==> src/rtl/router_flit_monitor_pkg.sv <==
// Shared constants and arithmetic helpers for the router flit activity monitor.
// Counters are limited to 32 bits by the helper functions below.
package router_flit_monitor_pkg;

    localparam int NORTH      = 0;
    localparam int EAST       = 1;
    localparam int SOUTH      = 2;
    localparam int WEST       = 3;
    localparam int LOCAL      = 4;
    localparam int DIRECTIONS = 5;

    // Bits needed to hold the number of set strobes across n ports.
    function automatic int popcount_width(input int n);
        return $clog2(n + 1);
    endfunction

    // a + b clamped to the all-ones value of a w-bit counter.
    function automatic logic [31:0] sat_add(input logic [31:0] a, input logic [31:0] b, input int w);
        logic [32:0] sum;
        logic [32:0] lim;
        sum = {1'b0, a} + {1'b0, b};
        lim = (33'd1 << w) - 33'd1;
        return (sum > lim) ? lim[31:0] : sum[31:0];
    endfunction

    // True when a + b would exceed the range of a w-bit counter.
    function automatic logic sat_clamps(input logic [31:0] a, input logic [31:0] b, input int w);
        logic [32:0] sum;
        logic [32:0] lim;
        sum = {1'b0, a} + {1'b0, b};
        lim = (33'd1 << w) - 33'd1;
        return sum > lim;
    endfunction

endpackage

==> src/rtl/router_flit_monitor_sat_counter.sv <==
// Saturating accumulator: adds inc each enabled cycle, or restarts from zero when clear is set.
// sum/clamp expose this cycle's saturated result so the owner can snapshot it before the clear.
module router_flit_monitor_sat_counter
    import router_flit_monitor_pkg::*;
#(
    parameter int CNT_W = 20,
    parameter int INC_W = 3
) (
    input  logic             clk,
    input  logic             reset,
    input  logic             enable,
    input  logic             clear,
    input  logic [INC_W-1:0] inc,
    output logic [CNT_W-1:0] sum,
    output logic             clamp
);

    logic [CNT_W-1:0] count_reg;

    always_comb begin
        sum   = CNT_W'(sat_add(32'(count_reg), 32'(inc), CNT_W));
        clamp = sat_clamps(32'(count_reg), 32'(inc), CNT_W);
    end

    always_ff @(posedge clk) begin
        if (reset) begin
            count_reg <= '0;
        end else if (enable) begin
            count_reg <= clear ? '0 : sum;
        end
    end

endmodule

==> src/rtl/router_flit_monitor.sv <==
// Per-port and total flit counter over a 2^WIN_LOG2-cycle window, with snapshot publication,
// peak-total tracking and saturation flags.
module router_flit_monitor
    import router_flit_monitor_pkg::*;
#(
    parameter int NUM_PORTS = DIRECTIONS,
    parameter int CNT_W     = 20,
    parameter int WIN_LOG2  = 10
) (
    input  logic                       clk,
    input  logic                       reset,
    input  logic                       enable,
    input  logic [NUM_PORTS-1:0]       write,
    input  logic                       clear_peak,
    output logic [NUM_PORTS*CNT_W-1:0] port_count,
    output logic [CNT_W-1:0]           total_count,
    output logic                       snap_valid,
    output logic                       sat,
    output logic [CNT_W-1:0]           peak_total,
    output logic                       sat_sticky
);

    localparam int PC_W    = popcount_width(NUM_PORTS);
    localparam int NUM_CNT = NUM_PORTS + 1;

    logic [WIN_LOG2-1:0]        win_reg;
    logic                       last_cycle;
    logic                       fire;
    logic [PC_W-1:0]            write_pop;
    logic [CNT_W-1:0]           sum_vec [NUM_CNT];
    logic [NUM_CNT-1:0]         clamp_vec;
    logic                       new_sat;
    logic                       win_sat_reg;
    logic [NUM_PORTS*CNT_W-1:0] port_count_reg;
    logic [CNT_W-1:0]           total_reg;
    logic                       snap_reg;
    logic                       sat_reg;
    logic [CNT_W-1:0]           peak_reg;
    logic                       sticky_reg;

    assign last_cycle = &win_reg;
    assign fire       = enable && last_cycle;
    // Clamp bits are only meaningful on enabled cycles; callers gate with enable.
    assign new_sat    = win_sat_reg | (|clamp_vec);

    always_comb begin
        write_pop = '0;
        for (int i = 0; i < NUM_PORTS; i++) begin
            write_pop = write_pop + PC_W'(write[i]);
        end
    end

    // Counters 0..NUM_PORTS-1 track single ports; the last one tracks the total.
    generate
        for (genvar gi = 0; gi < NUM_CNT; gi++) begin : g_cnt
            if (gi < NUM_PORTS) begin : g_port
                router_flit_monitor_sat_counter #(
                    .CNT_W (CNT_W),
                    .INC_W (1)
                ) u_cnt (
                    .clk    (clk),
                    .reset  (reset),
                    .enable (enable),
                    .clear  (last_cycle),
                    .inc    (write[gi]),
                    .sum    (sum_vec[gi]),
                    .clamp  (clamp_vec[gi])
                );
            end else begin : g_total
                router_flit_monitor_sat_counter #(
                    .CNT_W (CNT_W),
                    .INC_W (PC_W)
                ) u_cnt (
                    .clk    (clk),
                    .reset  (reset),
                    .enable (enable),
                    .clear  (last_cycle),
                    .inc    (write_pop),
                    .sum    (sum_vec[gi]),
                    .clamp  (clamp_vec[gi])
                );
            end
        end
    endgenerate

    always_ff @(posedge clk) begin
        if (reset) begin
            win_reg        <= '0;
            win_sat_reg    <= 1'b0;
            port_count_reg <= '0;
            total_reg      <= '0;
            snap_reg       <= 1'b0;
            sat_reg        <= 1'b0;
            peak_reg       <= '0;
            sticky_reg     <= 1'b0;
        end else begin
            snap_reg <= 1'b0;
            if (enable) begin
                win_reg     <= win_reg + 1'b1;
                win_sat_reg <= last_cycle ? 1'b0 : new_sat;
            end
            if (fire) begin
                for (int p = 0; p < NUM_PORTS; p++) begin
                    port_count_reg[p*CNT_W +: CNT_W] <= sum_vec[p];
                end
                total_reg <= sum_vec[NUM_PORTS];
                snap_reg  <= 1'b1;
                sat_reg   <= new_sat;
                // A simultaneous clear_peak wipes history before the new total is considered.
                if (clear_peak || (sum_vec[NUM_PORTS] > peak_reg)) begin
                    peak_reg <= sum_vec[NUM_PORTS];
                end
                sticky_reg <= (sticky_reg & ~clear_peak) | new_sat;
            end else if (clear_peak) begin
                peak_reg   <= '0;
                sticky_reg <= 1'b0;
            end
        end
    end

    assign port_count  = port_count_reg;
    assign total_count = total_reg;
    assign snap_valid  = snap_reg;
    assign sat         = sat_reg;
    assign peak_total  = peak_reg;
    assign sat_sticky  = sticky_reg;

endmodule

==> config.mk <==
export PLATFORM = sky130hd
export DESIGN_NAME = router_flit_monitor
export DESIGN_NICKNAME = d
export VERILOG_FILES = /design/src/rtl/router_flit_monitor_pkg.sv /design/src/rtl/router_flit_monitor_sat_counter.sv /design/src/rtl/router_flit_monitor.sv
export SDC_FILE = /design/constraint.sdc
export NUM_CORES = 1
export LEC_CHECK = 0
export CORE_MARGIN = 10
export CORE_UTILIZATION = 55
export DETAILED_ROUTE_END_ITERATION = 10
export PLACE_DENSITY_LB_ADDON = 0.1
export SETUP_SLACK_MARGIN = 0.15
export SKIP_LAST_GASP = 1
export SYNTH_ARGS = -nofsm -noshare
export SYNTH_HDL_FRONTEND = slang
export SYNTH_HIERARCHICAL = 1
export SYNTH_SLANG_ARGS = --single-unit
==> constraint.sdc <==
create_clock -name clk -period 13 [get_ports clk]
set_input_delay 1.3 -clock clk [delete_from_list [all_inputs] [get_ports clk]]
set_output_delay 1.3 -clock clk [all_outputs]
set_load 0.01 [all_outputs]
==> out/metrics.cfg, run 1 <==
[run_status]
outcome = completed

[drt]
first_pass_iters = 5
via_count = 14478
vias_per_cell = 6.13
drc = 0
antenna_left = 0
drtIter0Drc = 1339
wl_mm = 42.5
wl_per_cell_um = 18.0

[timing]
min_period_over_period_pct = 56.3
fmax_ghz = 0.137
finalSetupTns_ns = 0
clock_skew_ns = 0.0108
final-setup-viol-count = 0
relSlewSlack_pct = 22.5
period_needed_ns = 7.32
final-max-slew-violation-count = 0
rsz0062_at_grt = no
report.final.hold_viol_count = 0
worstMarginPinSlew_ns = 1.16

[synth]
synth_area_leaders = dfxtp_1, nand2_1, a21oi_1, o21ai_0, ha_1
synth_common_cells = nand2_1, dfxtp_1, a21oi_1, o21ai_0, clkbuf_1
synthCells = 1952
synth_edf_count = 0
synth_area_per_cell_um2 = 7.78
synth-async-reset-ratio_pct = 0
synth_top_cell_area_share_pct = 36.1
syn-num-nets = 1999
ys_ff_latch = 274
synth.most_common_cell = nand2_1
yosysWarnings = 6
yosysTopAreaCell = dfxtp_1
synth_cell_type_count = 66
syn_area_um2 = 15200
seq_area_frac_synth_pct = 36.1
synthFlopType = dfxtp_1

[critical_path]
critical_path_class = primary input to flip-flop
cp_common_cell = fa_1
end_kind = flip-flop
worstPathRequired_ns = 13.45
endpoint = peak_total[18]
r2r_slack_ns = 7.78
critPathMaxStageDelay_ns = 1.01
worst-path-max-fanout = 28
r2r_end = peak_total[18]
cp_slowest_cell = or4_1
setup.worst_path.start = write[3]
timing.rr.start = g_cnt[5].g_total.u_cnt/count_reg[0]
critPathArrivalTime_ns = 7.77
path_cells = clkdlybuf4s50_1 > fa_1 > fa_1 > ha_1 > inv_1 > fa_1 > and2b_1 > o21ai_0 > or4_1 > inv_2 > a31oi_1 > nand2_1 > ha_1 > nand4_1 > nor4_1 > a41o_1 > a41o_1 > a21oi_2 > o21ba_1
reg2reg_depth = 16
start_kind = primary input

[placed_design]
place.gp.congestion = 0.941
dp_cells = 2306
portBuffers = 151
place_hpwl_mm = 28.8

[clock_tree]
cts_buffer_depth = 3
cts_resized = 0
cts_max_level = 1
cts-hold-fix-buffers = 0
post_cts.repair.setup_buffers = 0
cts_made_buffers = 30
ctsRootBufferMaster = clkbuf_16
cts_tree = yes
clkLatencyLatePin_ns = 0.56
path_clk_slew_ns = 0.06
cts_sinks = 274

[power]
power.switching_mw = 0.430
swShare_pct = 22.8
p_comb_share_pct = 4.9
p_int_mw = 1.46
power.density_nw_per_um2 = 107
pwr-share-seq_pct = 45.0
peakVddDrop_mv = 0.0897
leakage_nw = 6.55
clockPowerShare_pct = 50.1

[cells_and_area]
fillers = 2395
syn_to_final_growth_pct = 16.2
diodes = 0
multi_input_comb_area_um2 = 8820
fin_nets = 2044
area.sequential_um2 = 5490
drive_gt1_share_pct = 7.08
layoutNonFillerInstCount = 2362

[die]
die_h_um = 186
ios = 152
dieArea_um2 = 34600
start_util_pct = 56.2
rows = 60
dieWidth_um = 186
core_area_um2 = 27000

[global_routing]
grt_antenna_before_repair = 0
first_global_vias = 13447
gr-usage-all-layers_pct = 23.9
grt_pass1_wl_mm = 69.8
grt_overflow = 0
grt_max_degree = 112

[min_path]
hold_path_class = flip-flop to flip-flop

[run]
max-cap-violations = 0

## cell type report
class                           count  area share, %
Clock buffer                       37           4.58
Clock inverter                     19           1.67
Inverter                           57           1.21
Multi-Input combinational cell   1473           50.0
Sequential cell                   274           31.1
Tap cell                          341           2.42
Timing Repair Buffer              161           8.99
## cells by family (layout without fill, tap and decap cells)
group | after synthesis | count (layout) | share of synthesized area (%)
XOR/XNOR | 74 | 74 | 4.27
AND/OR/NAND/NOR | 830 | 830 | 27.2
AO/OA/AOI/OAI | 518 | 518 | 22.3
adder cells (fa/ha/maj) | 38 | 38 | 3.28
multiplexers | 13 | 13 | 0.915
buffers and inverters | 205 | 274 | 5.92
flip-flops | 274 | 274 | 36.1
## how the worst min path moves through the flow
stage / from / end / slack [ns] / depth (start not counted)
6_report: total_count[2] / total_count[2] / 0.45 / 2
5_1_grt: port_count[90] / port_count[90] / 0.47 / 2
4_1_cts: port_count[72] / port_count[72] / 0.45 / 2
3_5_place_dp: total_count[2] / total_count[2] / 0.45 / 2
3_3_place_gp: port_count[31] / port_count[31] / 0.44 / 2
2_1_floorplan: g_cnt[5].g_total.u_cnt/count_reg[0] / g_cnt[5].g_total.u_cnt/count_reg[0] / 0.45 / 1
## worst max-delay path: cells and delay by family
family | cells | cell delay, ns
buf+inv | 3 | 1.05
compound gates | 6 | 1.72
fa+ha+maj | 5 | 1.78
simple gates | 5 | 1.90
## cells in the final DEF, fill, tap and decap left out, types with 10 or more instances in the layout
master,n
nand2_1,411
dfxtp_1,274
a21oi_1,187
clkdlybuf4s50_1,149
o21ai_0,95
nor3_1,82
nand3_1,67
nor2_1,67
inv_1,56
xnor2_1,48
a31oi_1,48
nand4_1,44
a211oi_1,43
and4_1,35
ha_1,35
clkbuf_16,31
a41oi_1,28
xor2_1,26
nor4_1,19
a21oi_2,19
o21ba_1,19
and3_1,19
a21boi_0,15
and2_1,12
o31ai_1,12
or3_1,11
buf_4,11
a41o_1,10
nand4_2,10
## metal layers
layer  track usage [%]  share of wire [%]  vias up
met4              5.55                1.7        0
met1              32.4                 46     6861
met3              3.45                6.4       62
met2              39.3                 46      462
met5                 0                  0        -
li1                  -                  -     7093
## stage by stage
stage          cell area [um^2]  setup WS (ns)  hold slack, ns  utilization [%]  total power, mW
4_1_cts                   17600           5.80           0.454             65.3             1.90
2_1_floorplan             15200           7.02           0.446                -            0.932
5_1_grt                   17600           5.29           0.475             65.3             1.95
3_3_place_gp              16500           5.33           0.442             61.2            0.956
3_5_place_dp              16500           5.22           0.446             61.2            0.959
6_report                  17600           5.68           0.452             65.3             1.89
## power by group through the flow
stage	sequential (mW)	combinational (mW)	clock, mW
floorplan	0.865	0.0671	0
global placement	0.868	0.0880	0
detailed placement	0.868	0.0907	0
CTS	0.849	0.0914	0.962
global route	0.849	0.103	0.996
finish	0.849	0.0925	0.945
Note: power is estimated with default switching activity, not from simulation.
==> run 2, diff against run 1 <==
clock period = 6.8 ns   (was 13 ns; I/O delays follow)
==> run 2 against run 1 <==
Effect of this change: die area unchanged; global-route usage barely moved; hold slack about the same; non-clock buffer count is 6 higher; core utilization barely moved; clock skew hardly changed; sequential power up 91%; critical endpoint is now peak_total[9]; largest power group unchanged.
==> out/metrics.cfg, run 2 (same netlist as run 1, synthesis figures left out) <==
[timing]
layout_setup_ws_ns = 0.645  ; was 5.68 ns
whs_ns = 0.452  ; about the same
final-max-slew-violation-count = 0  ; unchanged
worstMarginPinSlew_ns = 1.00  ; was 1.16 ns
fmax_ghz = 0.162
period_needed_ns = 6.15
relSlewSlack_pct = 33.3  ; was 22.5%
finalSetupTns_ns = 0  ; unchanged
min_period_over_period_pct = 90.5
rsz0062_at_grt = no  ; unchanged
clock_skew_ns = 0.0109  ; was 0.0108 ns
report.final.hold_viol_count = 0  ; unchanged
final-setup-viol-count = 0  ; unchanged

[clock_tree]
cts-hold-fix-buffers = 0  ; unchanged
post_cts.repair.setup_buffers = 0  ; unchanged
cts_resized = 0  ; unchanged
cts_tree = yes  ; unchanged
cts_max_level = 1  ; unchanged
clkLatencyLatePin_ns = 0.55  ; was 0.56 ns
ctsRootBufferMaster = clkbuf_16  ; unchanged
path_clk_slew_ns = 0.06  ; about the same
cts_made_buffers = 30  ; unchanged
cts_buffer_depth = 3  ; unchanged
cts_sinks = 274  ; unchanged

[critical_path]
critPathArrivalTime_ns = 6.60  ; was 7.77 ns
path_cells = clkdlybuf4s50_1 > fa_1 > fa_1 > ha_1 > inv_1 > fa_1 > and2b_1 > o21ai_0 > or4_1 > buf_4 > o21ai_0 > ha_1 > and2_1 > a41oi_1 > a31o_1 > nor3_1 > o21ba_1  ; was clkdlybuf4s50_1 > fa_1 > fa_1 > ha_1 > inv_1 > fa_1 > and2b_1 > o21ai_0 > or4_1 > inv_2 > a31oi_1 > nand2_1 > ha_1 > nand4_1 > nor4_1 > a41o_1 > a41o_1 > a21oi_2 > o21ba_1
cp.buffers_inverters = 3  ; unchanged
timing.rr.start = g_cnt[5].g_total.u_cnt/count_reg[0]  ; unchanged
cp_common_cell = fa_1  ; unchanged
setup.worst_path.start = write[3]  ; unchanged
worstPathRequired_ns = 7.24  ; was 13.45 ns
critical_path_class = primary input to flip-flop  ; unchanged
critPathMaxStageDelay_ns = 0.73  ; was 1.01 ns
end_kind = flip-flop  ; unchanged
cpLargestDelayFamily = adder cells  ; was simple AND/OR/NAND/NOR gates
r2r_slack_ns = 2.13  ; was 7.78 ns
worst-path-max-fanout = 20  ; was 28
cp_slowest_cell = or4_1  ; unchanged
start_kind = primary input  ; unchanged

[die]
rows = 60  ; unchanged
dieArea_um2 = 34600  ; unchanged
core_area_um2 = 27000  ; unchanged
dieWidth_um = 186  ; unchanged
start_util_pct = 56.2  ; unchanged
ios = 152  ; unchanged
die_h_um = 186  ; unchanged

[global_routing]
gr-usage-all-layers_pct = 23.8  ; was 23.9%
grt_overflow = 0  ; unchanged
grt_antenna_before_repair = 0  ; unchanged
grt_max_degree = 85  ; was 112
first_global_vias = 13311  ; was 13447
grt_pass1_wl_mm = 69.5  ; was 69.8 mm

[cells_and_area]
final_area_um2 = 17600  ; about the same
final_core_util_pct = 65.3  ; about the same
fin_nets = 2050  ; was 2044
diodes = 0  ; unchanged
layoutNonFillerInstCount = 2368  ; was 2362
drive_gt1_share_pct = 7.45  ; was 7.08%
final_cell_mix = nand2_1, dfxtp_1, a21oi_1  ; unchanged
final_common_cell = nand2_1  ; unchanged
syn_to_final_growth_pct = 16.2  ; about the same

[min_path]
hold_start = port_count[10]  ; was total_count[2]
hold_path_class = flip-flop to flip-flop  ; unchanged

[power]
total_power_mw = 3.50  ; was 1.89 mW
peakVddDrop_mv = 0.187  ; was 0.0897 mV
power.density_nw_per_um2 = 198  ; was 107 nW/um^2
leakage_nw = 6.57  ; was 6.55 nW

[run]
max-cap-violations = 0  ; unchanged

[placed_design]
place_hpwl_mm = 29.3  ; was 28.8 mm
preCtsSetupSlack_ns = 0.202  ; was 5.22 ns
portBuffers = 151  ; unchanged
dpl-instance-area_um2 = 16600  ; was 16500 um^2
place.gp.congestion = 0.971  ; was 0.941
dp_cells = 2312  ; was 2306

[drt]
drc = 0  ; unchanged
drtIter0Drc = 1188  ; was 1339
vias_per_cell = 6.12  ; was 6.13
wl_mm = 42.5  ; about the same
via_count = 14498  ; was 14478
first_pass_iters = 5  ; unchanged
wl_per_cell_um = 18.0  ; about the same
antenna_left = 0  ; unchanged

[run_status]
outcome = completed  ; unchanged

==> run 2: metal layers <==
layer	track usage [%]	vias up	share of wire [%]
li1	-	7114	-
met1	31.9	6839	45
met2	38.8	470	46
met3	3.55	75	6.1
met4	7.67	0	2.7
met5	0	-	0
==> run 2: worst min-delay path, cell delays in order, from the launching register on <==
cell and delay, ns:
dfxtp_1 0.31, nand2_1 0.05, a21oi_1 0.05
==> run 2: report_power, final <==
group          internal, mW  switching [mW]  leakage, nW  total [mW]
clock network          1.02           0.679        0.509        1.70
logic                0.0591           0.120         3.86       0.179
registers              1.61         0.00946         2.21        1.62
==> run 2: path summary, 6_finish.rpt <==
kind                    end  cells past startpoint
min          port_count[10]                      2
max reg2reg   peak_total[9]                     14
min reg2reg  port_count[10]                      2
max           peak_total[9]                     17
==> run 2: area by class of cell <==
type                            instances  area, um^2
Clock inverter                         16         168
Clock buffer                           40         880
Multi-Input combinational cell       1473        8820
Inverter                               57         214
Timing Repair Buffer                  167        1640
Tap cell                              341         427
Sequential cell                       274        5490
Fill cell                            2372        9390
==> patch 1: new RTL, settings of run 1 <==
Register the output `port_count` once more, with the module's reset; this adds one clock of latency there. The other outputs are not delayed to match.
--- a/src/rtl/router_flit_monitor.sv
+++ b/src/rtl/router_flit_monitor.sv
@@ -120,3 +120,9 @@
 
-    assign port_count  = port_count_reg;
+    always_ff @(posedge clk) begin
+        if (reset) begin
+            port_count <= '0;
+        end else begin
+            port_count <= port_count_reg;
+        end
+    end
     assign total_count = total_reg;
Formal check against the unedited RTL: same outputs for any inputs over 10 cycles, from zero or initial values and one cycle with reset high; that may be too few to reach the edited logic, so the function may still have changed.
==> patch 1 against run 1 <==
- cell area rose by 17%
- clock power rose by 16%
- worst setup slack better by 0.049 ns
- maximum frequency is 0.67% higher
- largest power group is now registers
- total power increased by 25%
- wire length is 6.3% higher
- sequential cell count up 100
- synthesized area rose by 18%
==> patch 1: results (changes against run 1) <==
- Multi-input gate area: 0.00944 mm2 (+7.0%)
- Number of port buffers: 151 (unchanged)
- Largest net degree at the start of global routing: 135 (+21%)
- Adder-Cell Fraction of Synth Area: 2.79% (-0.49 points)
- Clock Skew: 0.0137 ns (+0.00291 ns)
- Syn_nets: 2210 (+11%)
- Top cell types by occurrence after synthesis: nand2_1 (411), dfxtp_1 (374), a21oi_1 (187)
- Post-synth ARST share: 0% (unchanged)
- First drt pass iteration count: 6 (+1)
- Peak VDD IR: 0.0924 mV (+3.0%)
- Area occupied by registers: 0.00749 mm2 (+36%)
- Worst skew pair latency: 0.54 ns (-0.02 ns)
- P_int: 0.00182 W (+25%)
- Max stage delay on crit path: 0.99 ns (-0.02 ns)
- Mux share of post-synthesis cell area: 0.778% (-0.14 points)
- Multi-input logic cell count: 1573 (+6.8%)
- CP max FO: 28 (unchanged)
- Routed wire per std cell: 16.9 um (-6.0%)
- XOR/XNOR Fraction of Synth Area: 3.63% (-0.64 points)
- Clock Pin Slew Worst Setup and Hold Paths: 0.06 ns (about the same)
- FFs & Latches: 374 (+36%)
- Library cells used by synthesis: 67 (+1.5%)
- Run status: finished, final reports clean
- Yosys warning total: 6 (unchanged)
- H-tree Lvls: 2 (+1)
- Clk tree area frac: 6.18% (-0.068 points)
- RePlAce Congestion: 0.873 (-7.3%)
- Hold crit path type: reg2reg
- Post-layout nets: 2255 (+10%)
- Post-synthesis sequential area ratio: 41.9% (+5.8 points)
- Starting DRT DRC Count: 1204 (-10%)
- First-pass GRT wire length: 74.7 mm (+7.0%)
- Leak: 7.70 nW (+17%)
- Final HPWL DP: 30.7 mm (+6.7%)
- DR vias/cell: 5.89 (-3.8%)
- Bufs w/o clock: 163 (+1.2%)
- Max-Slew Margin vs Limit: 24.0% (+1.5 points)
- Initial antenna violation count: 1 (+1)
- Number of global-route vias before repair: 14495 (+7.8%)
- Clk_buf instances: 55 (+49%)
- Layout cells sized above 1: 6.93% (-0.14 points)
- Total GRT Usage: 21.5% (-2.3 points)
- Fillers: 2721 (+14%)
- Top post-synthesis cells by area: dfxtp_1 (42%), nand2_1 (8.6%), a21oi_1 (5.2%)
- Cts bufs inserted: 39 (+30%)
- Root Buffer: clkbuf_16
- Synth Area in Compound Gates: 19.0% (-3.3 points)
- Non-clk buf share: 7.79% (-1.2 points)
patch 1: cell types whose count changed after synthesis:
cell / run 1 / this run
buf_1: 0 / 1
dfxtp_1: 274 / 374
nor2b_1: 3 / 103
clkbuf_1: 94 / 104
patch 1: worst paths after layout:
kind | start | end | slack [ns] | cells after the start
setup / recovery | write[1] | peak_total[1] | 5.73 | 19
hold / removal | port_count_reg[27] | port_count_reg[27] | 0.45 | 2
setup reg to reg | g_cnt[5].g_total.u_cnt/count_reg[0] | peak_total[1] | 7.83 | 16
hold reg to reg | port_count_reg[27] | port_count_reg[27] | 0.45 | 2
patch 1: power by group through the flow:
| stage | Combinational (W) | Sequential, W | Clock, W |
|---|---|---|---|
| after global placement | 0.0000969 | 0.00118 | 0 |
| after global routing | 0.000111 | 0.00116 | 0.00118 |
| after floorplan | 0.0000711 | 0.00118 | 0 |
| after detailed placement | 0.0000983 | 0.00118 | 0 |
| after CTS | 0.0000991 | 0.00116 | 0.00112 |
| final | 0.000101 | 0.00116 | 0.00110 |
patch 1: layer usage:
| layer | global-route usage (%) | up-vias | routed length, um |
|---|---|---|---|
| li1 | - | 7729 | - |
| met1 | 28.5 | 7485 | 20200 |
| met2 | 35.5 | 457 | 21300 |
| met3 | 3.80 | 73 | 2770 |
| met4 | 5.61 | 0 | 920 |
| met5 | 0 | - | 0 |
patch 1: metrics by stage:
step	instances	worst slack, ns	total power, W	instance area (um2)	util, %
6_report	2671	5.73	0.00236	20600	64.7
5_1_grt	2671	5.24	0.00244	20600	64.7
4_1_cts	2671	5.76	0.00238	20600	64.7
3_5_place_dp	2602	5.21	0.00128	19300	60.7
3_3_place_gp	2602	5.37	0.00128	19300	60.7
2_1_floorplan	2163	7.02	0.00125	17800	-
==> patch 2: new RTL, settings of run 1 <==
Made on the original files. The parameter `WIN_LOG2` goes from 10 to 12.
--- a/src/rtl/router_flit_monitor.sv
+++ b/src/rtl/router_flit_monitor.sv
@@ -7,3 +7,3 @@
     parameter int CNT_W     = 20,
-    parameter int WIN_LOG2  = 10
+    parameter int WIN_LOG2  = 12
 ) (
Function: same outputs for any inputs over 10 cycles, from zero or initial values and one cycle with reset high; that may be too few to reach the edited logic, so the function may still have changed.
==> patch 2 against run 1 <==
- sequential cell count increased by 2
- total power shrank 5.8%
- synthesized area up 0.22%
- maximum frequency up 10%
- sequential share of layout area is 0.40 points higher
- wire length fell by 2.2%
- cell area shrank 0.55%
- worst setup slack better by 0.70 ns
- first-iteration DRC count down 13%
==> patch 2: results (changes against run 1) <==
- Run status: finished, final reports clean
- Peak VDD IR: 0.0916 mV (+2.2%)
- Fillers: 2445 (+2.1%)
- Largest net degree at the start of global routing: 96 (-14%)
- Beginning of the critical path: write[0]
- Total GRT Usage: 22.7% (-1.2 points)
- Starting DRT DRC Count: 1160 (-13%)
- Top cell types by occurrence after synthesis: nand2_1 (406), dfxtp_1 (276), a21oi_1 (185)
- DR vias/cell: 5.97 (-2.5%)
- Critical path arrival: 7.09 ns (-0.68 ns)
- Synth Instances: 1958 (+0.31%)
- Reg2reg setup slack: 8.42 ns (+0.64 ns)
- Top post-synthesis cells by area: dfxtp_1 (36%), nand2_1 (10%), a21oi_1 (6.1%)
- Max-Slew Margin vs Limit: 34.2% (+12 points)
- Non-Filler Instances: 2397 (+1.5%)
- First-pass GRT wire length: 69.1 mm (-1.1%)
- Post-layout nets: 2052 (+0.39%)
- Hold_sp: port_count[49]
- Placed cell areas: 0.0166 mm2 (+0.49%)
- Number of global-route vias before repair: 13154 (-2.2%)
- Yosys warning total: 6 (unchanged)
- Leak: 6.35 nW (-3.1%)
- Clock Skew: 0.0237 ns (+0.0129 ns)
- Final HPWL DP: 28.3 mm (-1.7%)
- Post-synthesis sequential area ratio: 36.3% (+0.18 points)
- Layout cells sized above 1: 5.28% (-1.8 points)
- Library cells used by synthesis: 62 (-6.1%)
[patch 2: cell types whose count changed after synthesis, sizes merged, moves of 3 or more]
cell,change
nand2b,+20
nand2,-6
nor2,+5
nand3,+3
nor3,-19
o21ba,-19
mux2i,+20
clkbuf,-5
and3,+3
nand3b,+20
a21oi,-21
[patch 2: final cells by class]
class / count / area (um2) / area share, %
tap: 372 / 465 / 2.65
sequential: 276 / 5530 / 31.5
timing repair buffer: 160 / 1580 / 8.99
inverter: 59 / 221 / 1.26
multi-input combinational: 1478 / 8830 / 50.3
clock inverter: 4 / 56.3 / 0.321
clock buffer: 48 / 868 / 4.95
[patch 2: through the flow]
stage,util (%),hold WS (ns),setup WS [ns],total power (W)
after global placement,61.3,0.438,6.05,0.000978
after global routing,64.7,0.466,6.10,0.00184
after CTS,64.7,0.451,6.47,0.00180
after floorplan,-,0.446,7.36,0.000953
final,64.7,0.446,6.38,0.00178
after detailed placement,61.3,0.444,5.92,0.000982
[patch 2: path summary, 6_finish.rpt]
check	depth (start not counted)	end
hold / removal	2	port_count[49]
setup / recovery	20	peak_total[1]
setup reg to reg	17	peak_total[1]
hold reg to reg	2	port_count[49]
[patch 2: logic make-up (layout without fill, tap and decap cells)]
| logic type | after synthesis | count (layout) | share of synthesized area (%) |
|---|---|---|---|
| and+or+nand+nor | 859 | 859 | 28.6 |
| buffers and inverters | 204 | 271 | 5.81 |
| xor gates and xnor gates | 75 | 75 | 4.32 |
| muxes | 33 | 33 | 2.23 |
| DFF | 276 | 276 | 36.3 |
| adders and majority gates | 38 | 38 | 3.27 |
| AOI/OAI and AO/OA | 473 | 473 | 19.5 |
[patch 2: where the power goes]
part | internal [W] | switching (W) | total (W)
Clock | 0.000472 | 0.000338 | 0.000810
Combinational | 0.0000399 | 0.0000711 | 0.000111
Sequential | 0.000850 | 0.00000504 | 0.000856
[patch 2: per-layer routing]
metal  vias to the layer above  track usage (%)  share of wire [%]
met3                        66             3.48                6.2
met4                         0             5.28                1.9
met5                         -                0                  0
met1                      6727             31.4                 47
met2                       427             36.2                 45
li1                       7100                -                  -
[patch 2: worst max-delay path, delay by kind of cell]
| kind | cells | cell delay (ns) |
|---|---|---|
| AO/OA/AOI/OAI | 4 | 0.67 |
| adder cells (fa/ha/maj) | 5 | 1.91 |
| buffers and inverters | 4 | 0.96 |
| multiplexers | 1 | 0.27 |
| AND/OR/NAND/NOR | 6 | 1.98 |
